## src/rtl/regs_dump_ctrl.sv

```systemverilog
// Register file dump controller: halts the core, walks every register
// address through a read port and streams the values over valid/ready.
module regs_dump_ctrl #(
  parameter int n     = 8,
  parameter int NREGS = 32,
  parameter int AW    = 5
) (
  input  logic          clock,
  input  logic          reset,
  input  logic          start,
  input  logic          abort,
  output logic          halt_req,
  input  logic          halt_ack,
  output logic [AW-1:0] r_addr,
  input  logic [n-1:0]  reg_data,
  output logic [n-1:0]  dout,
  output logic          dout_valid,
  input  logic          dout_ready,
  output logic          dout_last,
  output logic          busy,
  output logic          done
);

  typedef enum logic [2:0] {
    IDLE,
    HALT,
    LOAD,
    SEND,
    DONE
  } state_e;

  localparam logic [AW-1:0] LAST = AW'(NREGS - 1);

  state_e        state_q, state_d;
  logic [AW-1:0] addr_q, addr_d;
  logic [n-1:0]  dout_q, dout_d;
  logic          valid_q, valid_d;
  logic          last_q, last_d;
  logic          halt_q, halt_d;
  logic          done_q, done_d;

  // Next-state and registered-output logic; abort overrides any active state.
  always_comb begin
    state_d = state_q;
    addr_d  = addr_q;
    dout_d  = dout_q;
    valid_d = valid_q;
    last_d  = last_q;
    halt_d  = halt_q;
    done_d  = 1'b0;
    case (state_q)
      IDLE: begin
        if (start) begin
          state_d = HALT;
          halt_d  = 1'b1;
          addr_d  = '0;
        end
      end
      HALT: begin
        if (halt_ack) state_d = LOAD;
      end
      LOAD: begin
        dout_d  = reg_data;
        valid_d = 1'b1;
        last_d  = (addr_q == LAST);
        state_d = SEND;
      end
      SEND: begin
        if (valid_q && dout_ready) begin
          valid_d = 1'b0;
          last_d  = 1'b0;
          if (addr_q == LAST) begin
            state_d = DONE;
          end else begin
            addr_d  = addr_q + 1'b1;
            state_d = LOAD;
          end
        end
      end
      DONE: begin
        halt_d  = 1'b0;
        done_d  = 1'b1;
        state_d = IDLE;
      end
      default: state_d = IDLE;
    endcase
    if (abort && state_q != IDLE) begin
      state_d = IDLE;
      halt_d  = 1'b0;
      valid_d = 1'b0;
      last_d  = 1'b0;
      done_d  = 1'b0;
    end
  end

  // State and output registers with asynchronous active-low reset.
  always_ff @(posedge clock or negedge reset) begin
    if (!reset) begin
      state_q <= IDLE;
      addr_q  <= '0;
      dout_q  <= '0;
      valid_q <= 1'b0;
      last_q  <= 1'b0;
      halt_q  <= 1'b0;
      done_q  <= 1'b0;
    end else begin
      state_q <= state_d;
      addr_q  <= addr_d;
      dout_q  <= dout_d;
      valid_q <= valid_d;
      last_q  <= last_d;
      halt_q  <= halt_d;
      done_q  <= done_d;
    end
  end

  assign r_addr     = addr_q;
  assign dout       = dout_q;
  assign dout_valid = valid_q;
  assign dout_last  = last_q;
  assign halt_req   = halt_q;
  assign done       = done_q;
  assign busy       = (state_q != IDLE);

endmodule
```

## config.mk

```make
export PLATFORM = sky130hd
export DESIGN_NAME = regs_dump_ctrl
export DESIGN_NICKNAME = d
export VERILOG_FILES = /design/src/rtl/regs_dump_ctrl.sv
export SDC_FILE = /design/constraint.sdc
export NUM_CORES = 1
export LEC_CHECK = 0
export BUFFER_PORTS_ARGS = -buffer_cell sky130_fd_sc_hd__buf_2
export CAP_MARGIN = 40
export CORE_AREA = 2 2 48 50
export CTS_CLUSTER_DIAMETER = 60
export DETAILED_ROUTE_END_ITERATION = 10
export DIE_AREA = 0 0 50 52
export GPL_ROUTABILITY_DRIVEN = 1
export GPL_TIMING_DRIVEN = 0
export MAX_ROUTING_LAYER = met4
export PLACE_DENSITY = 0.81
export SLEW_MARGIN = 30
export SYNTH_ARGS = -nofsm -noshare
export SYNTH_HDL_FRONTEND = slang
export SYNTH_SLANG_ARGS = --single-unit
```

## constraint.sdc

```tcl
create_clock -name clock -period 3.95 [get_ports clock]
set_input_delay 0.395 -clock clock [delete_from_list [all_inputs] [get_ports clock]]
set_output_delay 0.395 -clock clock [all_outputs]
set_load 0.05 [all_outputs]
```

Yosys cells after proc, flatten, opt, wreduce, memory -nomap -nowiden
Cells that the tools add are included.
Storage, ports and cells
  logic and storage cells: 50
  output and inout port bits: 18
  input port bits: 14
  register bits: 20
Operators by class
  eq/ne operators: 11
  muxes and demuxes: 20
  reductions and logical operators: 11
  add/sub/neg operators: 1
Operators with widths (number)
  $mux W3: 5
  $mux W5: 3
  $pmux W3 S4: 1
  $pmux W5 S2: 1
  $ne A3 B3 Y1 const B: 3
  $reduce_bool A3 Y1: 3
  $mux W1: 7
  $eq A3 B2 Y1 const B: 2
  $ne A2 B2 Y1 const B: 3
  $pmux W1 S2: 3
  $add A5 B1 Y5 const B: 1
  $eq A5 B5 Y1 const B: 1
  $reduce_and A2 Y1: 2
  $reduce_and A4 Y1: 1
  $eq A3 B1 Y1 const B: 1
  $eq A3 B3 Y1 const B: 1
  $logic_not A3 Y1: 1
  $reduce_and A3 Y1: 1
  $logic_and A1 B1 Y1: 2
  $reduce_bool A2 Y1: 1

Depth between registers and ports, before layout
Gate-level depths: netlist of run 1.
  depth after elaboration: 5
  mapped depth: 6
  gate-level depth less buffers: 6

Least setup slack after synthesis of run 1
No wires, ideal clock.
  kind: flip-flop to flip-flop
  from: reg addr_q[0] (netlist: r_addr[0])
  to: reg addr_q[1] (netlist: r_addr[1])
  period minus slack after synthesis: 1904 ps
  stages on the path, launching flop included: 6
  setup slack: 2046 ps
  buffers on the path: 0
  data arrival time: 1825 ps
  path through: dfrtp_1 > ha_1 > and3_1 > ha_1 > o32ai_4 > mux2i_1
Between the ends
  cells in the longest elaborated chain, start to end: 4
  elaborated cells on any way between the ends: 7
  classes of those cells: add/sub: 1; eq/ne: 2; mux: 3; reduce/logical: 1
Ends and longest elaborated chain
  start, declared: RTL line 35  | logic [AW-1:0] addr_q, addr_d;
  start signal, assigned: RTL line 108  | addr_q <= addr_d;
  $add A5 B1 Y5: RTL line 75  | addr_d = addr_q + 1'b1;
  $mux W5: RTL line 72  | if (addr_q == LAST) begin
  $mux W5: RTL line 69  | if (valid_q && dout_ready) begin
  $pmux W5 S2: RTL line 51  | case (state_q)
Several ways; a longest one is shown, not always the timed one. The select of a mux whose other input is x is not followed.
A chain may end at the register's enable or synchronous reset.

Worst setup path in the final report of run 1
  from: reg state_q[2]
  to: out busy
Between the ends
  cells in the longest elaborated chain, start to end: 1
Ends and longest elaborated chain
  start, declared: RTL line 34  | state_e state_q, state_d;
  start signal, assigned: RTL line 107  | state_q <= state_d;
  $reduce_bool A3 Y1: RTL line 123  | assign busy = (state_q != IDLE);
  end, declared: RTL line 20  | output logic busy,
No other way between the ends.

==> results of run 1 <==
==> cell usage in the layout (no fill, tap or decap), types with 2 or more instances in the layout <==
cell type,count
nand2_1,4
a21oi_1,2
and3b_1,2
inv_1,7
clkbuf_4,3
and3_1,2
nand3b_1,2
clkbuf_1,2
ha_1,2
dfrtp_1,20
mux2i_1,2
buf_2,31
a31oi_1,3
o21ai_0,3
o211ai_1,3
nand3_1,2
mux2_2,8
nand2b_1,3
o41ai_1,2
==> state kept, by name, summed over array words and instances, names as in the netlist <==
name        cells
dout            8
r_addr          5
halt_req        1
done            1
dout_valid      1
dout_last       1
state_q         3
==> cell type report <==
type	instances	area, sq um	area share (%)
well taps	28	35.0	2.93
repair buffers	30	150	12.6
inverters	7	26.3	2.20
plain buffers	4	20.0	1.68
clock buffers	4	36.3	3.04
flip-flops and latches	20	500	41.9
multi-input cells	53	427	35.7
==> metal layers <==
layer	part of all wire [%]	vias to the layer above	routed length [microns]	GRT usage [%]
met4	3.2	0	65	12.5
met5	0	-	0	-
li1	-	371	-	-
met2	52	18	1070	31.6
met1	42	393	853	17.8
met3	3.1	5	63	2.87
==> logic make-up after synthesis <==
logic type | after synthesis | share of synthesized area (%)
buffers and inverters | 11 | 4.76
muxes | 10 | 11.3
and+or+nand+nor | 21 | 13.8
adders and majority gates | 2 | 2.57
AOI/OAI and AO/OA | 20 | 16.2
DFF | 20 | 51.4
==> worst max-delay path, cell delays in order, from the launching register on <==
cell,delay (ns)
dfrtp_1,0.49
or3_1,0.40
buf_2,0.24
==> Yosys cell counts <==
cell type | instances | area, sq um
dfrtp_1 | 20 | 500
mux2_2 | 8 | 90.1
inv_1 | 7 | 26.3
nand2_1 | 4 | 15.0
a31oi_1 | 3 | 18.8
nand2b_1 | 3 | 18.8
o211ai_1 | 3 | 22.5
o21ai_0 | 3 | 15.0
a21oi_1 | 2 | 10.0
and3_1 | 2 | 12.5
and3b_1 | 2 | 17.5
clkbuf_1 | 2 | 7.51
ha_1 | 2 | 25.0
mux2i_1 | 2 | 20.0
nand3_1 | 2 | 10.0
nand3b_1 | 2 | 15.0
o41ai_1 | 2 | 17.5
a211oi_1 | 1 | 7.51
a21boi_0 | 1 | 7.51
a21o_1 | 1 | 7.51
buf_2 | 1 | 5.00
buf_4 | 1 | 7.51
nand2b_4 | 1 | 13.8
nor2_1 | 1 | 3.75
nor2_2 | 1 | 6.26
nor4_1 | 1 | 6.26
nor4b_1 | 1 | 8.76
o2111ai_1 | 1 | 8.76
o21a_1 | 1 | 7.51
o31ai_1 | 1 | 7.51
o32ai_4 | 1 | 27.5
or3_1 | 1 | 6.26
==> power breakdown <==
part / switching, W / internal, W / total [W]
Combinational: 0.000278 / 0.000104 / 0.000383
Sequential: 0.0000341 / 0.000259 / 0.000293
Clock: 0.0000647 / 0.0000563 / 0.000121
==> worst max path at each step <==
stage | from | endpoint | slack, ns | depth (start not counted)
after floorplan | r_addr[0]$_DFFE_PN0P_ | r_addr[1]$_DFFE_PN0P_ | 2.05 | 5
after global placement | r_addr[0]$_DFFE_PN0P_ | r_addr[1]$_DFFE_PN0P_ | 2.21 | 5
after detailed placement | r_addr[0]$_DFFE_PN0P_ | r_addr[4]$_DFFE_PN0P_ | 2.16 | 5
after CTS | state_q[2]$_DFFE_PN0P_ | busy | 2.11 | 2
after global routing | r_addr[0]$_DFFE_PN0P_ | r_addr[4]$_DFFE_PN0P_ | 2.05 | 5
final | state_q[2]$_DFFE_PN0P_ | busy | 2.11 | 2
==> through the flow <==
step / setup WS (ns) / util, % / std cells / hold slack (ns) / power (W)
2_1_floorplan: 2.05 / - / 84 / 0.0994 / 0.000591
3_3_place_gp: 2.21 / 55.0 / 142 / 0.365 / 0.000672
3_5_place_dp: 2.16 / 55.0 / 142 / 0.368 / 0.000682
4_1_cts: 2.11 / 56.7 / 146 / 0.0222 / 0.000804
5_1_grt: 2.05 / 56.7 / 146 / 0.0369 / 0.000832
6_report: 2.11 / 56.7 / 146 / 0.00795 / 0.000797
==> summary.md, run 1 <==
| Metric | Value |
|---|---|
| Clock latency at the later pin of the worst-skew pair | `0.31 ns` |
| Post-Synthesis Cell Area | `973 sq um` |
| Vias in the first global route | `757` |
| Status | `complete, no violations` |
| Clock transition at path regs | `0.11 ns` |
| Post-CTS Setup Inserts | `0` |
| FMAX | `0.544 GHz` |
| Area Growth Syn to Fin | `22.8%` |
| Initial Utilization | `46.2%` |
| Final nets | `135` |
| Post-CTS sizing | `0` |
| Peak VDD IR | `0.000387 V` |
| Die width | `50 microns` |
| Initial DRT Pass Iterations | `4` |
| CP Class | `reg2out` |
| Via count | `787` |
| Final worst path period share | `46.5%` |
| Fill cell total of the finished layout | `178` |
| Wire per inst | `14.1 microns` |
| CP Launch Type | `flop` |
| Final setup viols | `0` |
| Total track usage | `17.8%` |
| Synth warn | `0` |
| Post-cts hold buffer count | `0` |
| CTS tree | `built` |
| RePlAce Congestion | `0.794` |
| Synth Instances | `84` |
| PD cells | `667 nW/um^2` |
| Critical path capture point type | `output pin` |
| Worst EP required | `3.56 ns` |
| Leakage | `0.582 nW` |
| Setup TNS | `0 ns` |
| Clock buffer count from CTS | `3` |
| Share of layout cells above drive strength 1 | `39.8%` |
| Min-Delay Path Class | `in2async` |
| Max FO, Critical Path | `9` |
| Clk root buf | `clkbuf_4` |
| Area after DPL | `1160 sq um` |
| Initial antenna violation count | `0` |
| #FFs+latches synth | `20` |
| Worst relative slew slack | `70.2%` |
| R2R Path Start | `r_addr[0]$_DFFE_PN0P_` |
| Syn nets | `100` |
| DRT iter0 DRCs | `8` |
| DP HPWL | `1500 microns` |
| Count of cell types in the netlist | `32` |
| # rows | `17` |
| Post-layout min period | `1.84 ns` |
| Endpoints failing hold | `0` |
| Routed Antenna Nets | `0` |
| Worst Clk Skew | `0.00647 ns` |
| DIE AREA | `2600 sq um` |
| Number of port buffers | `30` |
| Antenna diodes | `0` |
| DR vias/cell | `5.39` |
| Reg2Reg Depth | `5` |
| WL final | `2060 microns` |
| Finished Cell Area | `1190 sq um` |
| Reg-to-reg slack, setup | `2.14 ns` |
| Worst reg2reg endpoint | `r_addr[1]$_DFFE_PN0P_` |
| Fin. max-slew vios | `0` |
| DRC violations left | `0` |
| RSZ-0062 raised after global routing | `no` |
| Pin count of the biggest net entering global routing | `21` |
| Syn avg cell area | `11.6 sq um` |
| Sequential fraction of the synthesis area | `51.4%` |
| Worst path arrival time | `1.44 ns` |
| First-pass GRT wire length | `3230 microns` |
| H-tree Lvls | `1` |
| Maximum root-to-sink buffer count | `2` |
| Overflow after GRT | `0` |
| Worst-margin pin slew | `0.447 ns` |
| Max-cap violations | `0` |
| # clock sinks | `20` |
| Die Ht | `52 microns` |
| IO Count | `32` |
| Core area | `2110 sq um` |
Power figures use the tool's default switching activity.
==> run 2: changes to the inputs <==
Settings changed: CORE_AREA 2 2 48 50 to 2 2 49 51, DIE_AREA 0 0 50 52 to 0 0 51 53, PLACE_DENSITY 0.81 to 0.78.
Clock period 3.95 ns to 1.75 ns, I/O delays scaled along.
==> summary.md, run 2 (same netlist as run 1, synthesis figures left out) <==
| Metric | Value |
|---|---|
| CP Class | `reg2reg` |
| Worst path arrival time | `1.86 ns (+0.42 ns)` |
| Wire per inst | `13.2 microns (-5.9%)` |
| Endpoints failing hold | `0 (unchanged)` |
| Max-cap violations | `0 (unchanged)` |
| Die Ht | `53 microns (+1.9%)` |
| Final worst path period share | `93.5%` |
| IO Count | `32 (unchanged)` |
| Maximum root-to-sink buffer count | `2 (unchanged)` |
| First-pass GRT wire length | `3230 microns (unchanged)` |
| Number of port buffers | `30 (unchanged)` |
| DIE AREA | `2700 sq um (+4.0%)` |
| CTS tree | `built` |
| Final setup viols | `0 (unchanged)` |
| Critical path capture point type | `flop` |
| RePlAce Congestion | `0.786 (-1.1%)` |
| Vias in the first global route | `763 (+0.79%)` |
| Clock latency at the later pin of the worst-skew pair | `0.30 ns (about the same)` |
| H-tree Lvls | `1 (unchanged)` |
| WL final | `1970 microns (-4.0%)` |
| DRC violations left | `0 (unchanged)` |
| Via count | `791 (+0.51%)` |
| Max FFs per register | `8 (unchanged)` |
| Placed cells | `142 (unchanged)` |
| Max FO, Critical Path | `5 (-4)` |
| Worst Clk Skew | `0.00185 ns (-0.00462 ns)` |
| Core area | `2150 sq um (+2.0%)` |
| Status | `complete, no violations` |
| Pre-CTS WS | `0.00366 ns (-2.16 ns)` |
| Worst relative slew slack | `71.3% (+1.1 points)` |
| Peak VDD IR | `0.00114 V (+190%)` |
| DRT iter0 DRCs | `4 (-4)` |
| Pin count of the biggest net entering global routing | `21 (unchanged)` |
| Routed Antenna Nets | `0 (unchanged)` |
| Commonest non-fill, non-tap cell in the layout | `buf_2` |
| Total area of sequential cells | `503 sq um (+0.50%)` |
| Die width | `51 microns (+2.0%)` |
| Overflow after GRT | `0 (unchanged)` |
| Clock buffer count from CTS | `3 (unchanged)` |
| FMAX | `0.611 GHz` |
| Worst-margin pin slew | `0.430 ns (-0.0164 ns)` |
| Area Growth Syn to Fin | `26.1%` |
| Final worst setup slack | `0.114 ns (-2.00 ns)` |
| Post-layout min period | `1.64 ns` |
| Total track usage | `17.1% (-0.69 points)` |
| RSZ-0062 raised after global routing | `no` |
| Footprint of the multi-input gates | `432 sq um (+1.2%)` |
| Final hold slack | `0.0979 ns (+0.0899 ns)` |
| CP Launch Type | `flop` |
| Final nets | `138 (+2.2%)` |
| # rows | `17 (unchanged)` |
| DP HPWL | `1470 microns (-2.1%)` |
| Clk root buf | `clkbuf_4` |
| Post-route insts no fill | `149 (+2.1%)` |
| Min-Delay Path Class | `in2reg` |
| Setup TNS | `0 ns (unchanged)` |
| Most frequent cells in the layout | `buf_2 (31), dfrtp_1 (18), mux2_2 (8), inv_1 (7), nand2_1 (4)` |
| Fill cell total of the finished layout | `205 (+15%)` |
| Worst EP required | `1.98 ns (-1.58 ns)` |
| Initial antenna violation count | `0 (unchanged)` |
| # clock sinks | `20 (unchanged)` |
| PD cells | `1460 nW/um^2 (+120%)` |
| DR vias/cell | `5.31 (-1.5%)` |
| Clock transition at path regs | `0.11 ns (about the same)` |
| Leakage | `0.587 nW (+0.96%)` |
| Initial DRT Pass Iterations | `4 (unchanged)` |
| Share of layout cells above drive strength 1 | `43.8% (+4.0 points)` |
| Fin. max-slew vios | `0 (unchanged)` |
| Antenna diodes | `0 (unchanged)` |
| Initial Utilization | `45.3% (-0.92 points)` |
[run 2: cell count changes in the layout (fill, tap and decap cells not counted), sizes merged]
cell and change:
dlygate4sd3 +1, buf +2
[run 2: critical path: stages, from the launching register on]
cell and delay (ns):
dfrtp_2 0.42, ha_2 0.20, and3_1 0.19, ha_2 0.20
o32ai_4 0.33, mux2i_1 0.23
[run 2: metrics by stage]
step                area (sq um)  utilization [%]  total power [W]
global route                1230             57.1          0.00188
global placement            1160             54.0          0.00151
detailed placement          1160             54.0          0.00154
floorplan                    976                -          0.00133
CTS                         1230             57.1          0.00181
finish                      1230             57.1          0.00179
[run 2: metal layers]
metal / vias up / share of wire, % / GRT usage [%]
met4: 0 / 2.1 / 10.8
met3: 4 / 5.1 / 3.39
li1: 380 / - / -
met1: 383 / 45 / 20.4
met5: - / 0 / -
met2: 24 / 48 / 26.6
[run 2: final timing paths]
path                                       start                      to  slack (ns)  cells after the start
hold / removal                       reg_data[4]     dout[4]$_DFFE_PN0P_         0.1                      2
hold reg to reg              dout[5]$_DFFE_PN0P_     dout[5]$_DFFE_PN0P_        0.51                      1
setup reg to reg           r_addr[0]$_DFFE_PN0P_   r_addr[1]$_DFFE_PN0P_        0.11                      5
max in group asynchronous                  reset   r_addr[0]$_DFFE_PN0P_        1.10                      2
setup / recovery           r_addr[0]$_DFFE_PN0P_   r_addr[1]$_DFFE_PN0P_        0.11                      5
min in group asynchronous                  reset  state_q[1]$_DFFE_PN0P_        0.33                      2
[run 2: timing repair]
| action | in CTS | in global routing |
|---|---|---|
| buffers inserted | 2 | 0 |
| gates cloned | 0 | 0 |
| gates resized for setup | 2 | 0 |
| pin swaps | 1 | 1 |
| setup endpoints to repair | 1 | 2 |
| hold buffers | 1 | 0 |
| endpoints found under the hold margin | 20 | 0 |
[run 2: layout make-up]
cell class	count	area share (%)
plain buffers	4	1.63
clock buffers	4	2.96
inverters	7	2.14
repair buffers	33	14.3
flip-flops and latches	20	41.0
multi-input cells	53	35.2
well taps	28	2.85
[run 2: report_power, final]
group	leakage [nW]	switching, W	internal [W]
clock network	0.0210	0.000137	0.000127
registers	0.255	0.0000786	0.000585
logic	0.312	0.000624	0.000239
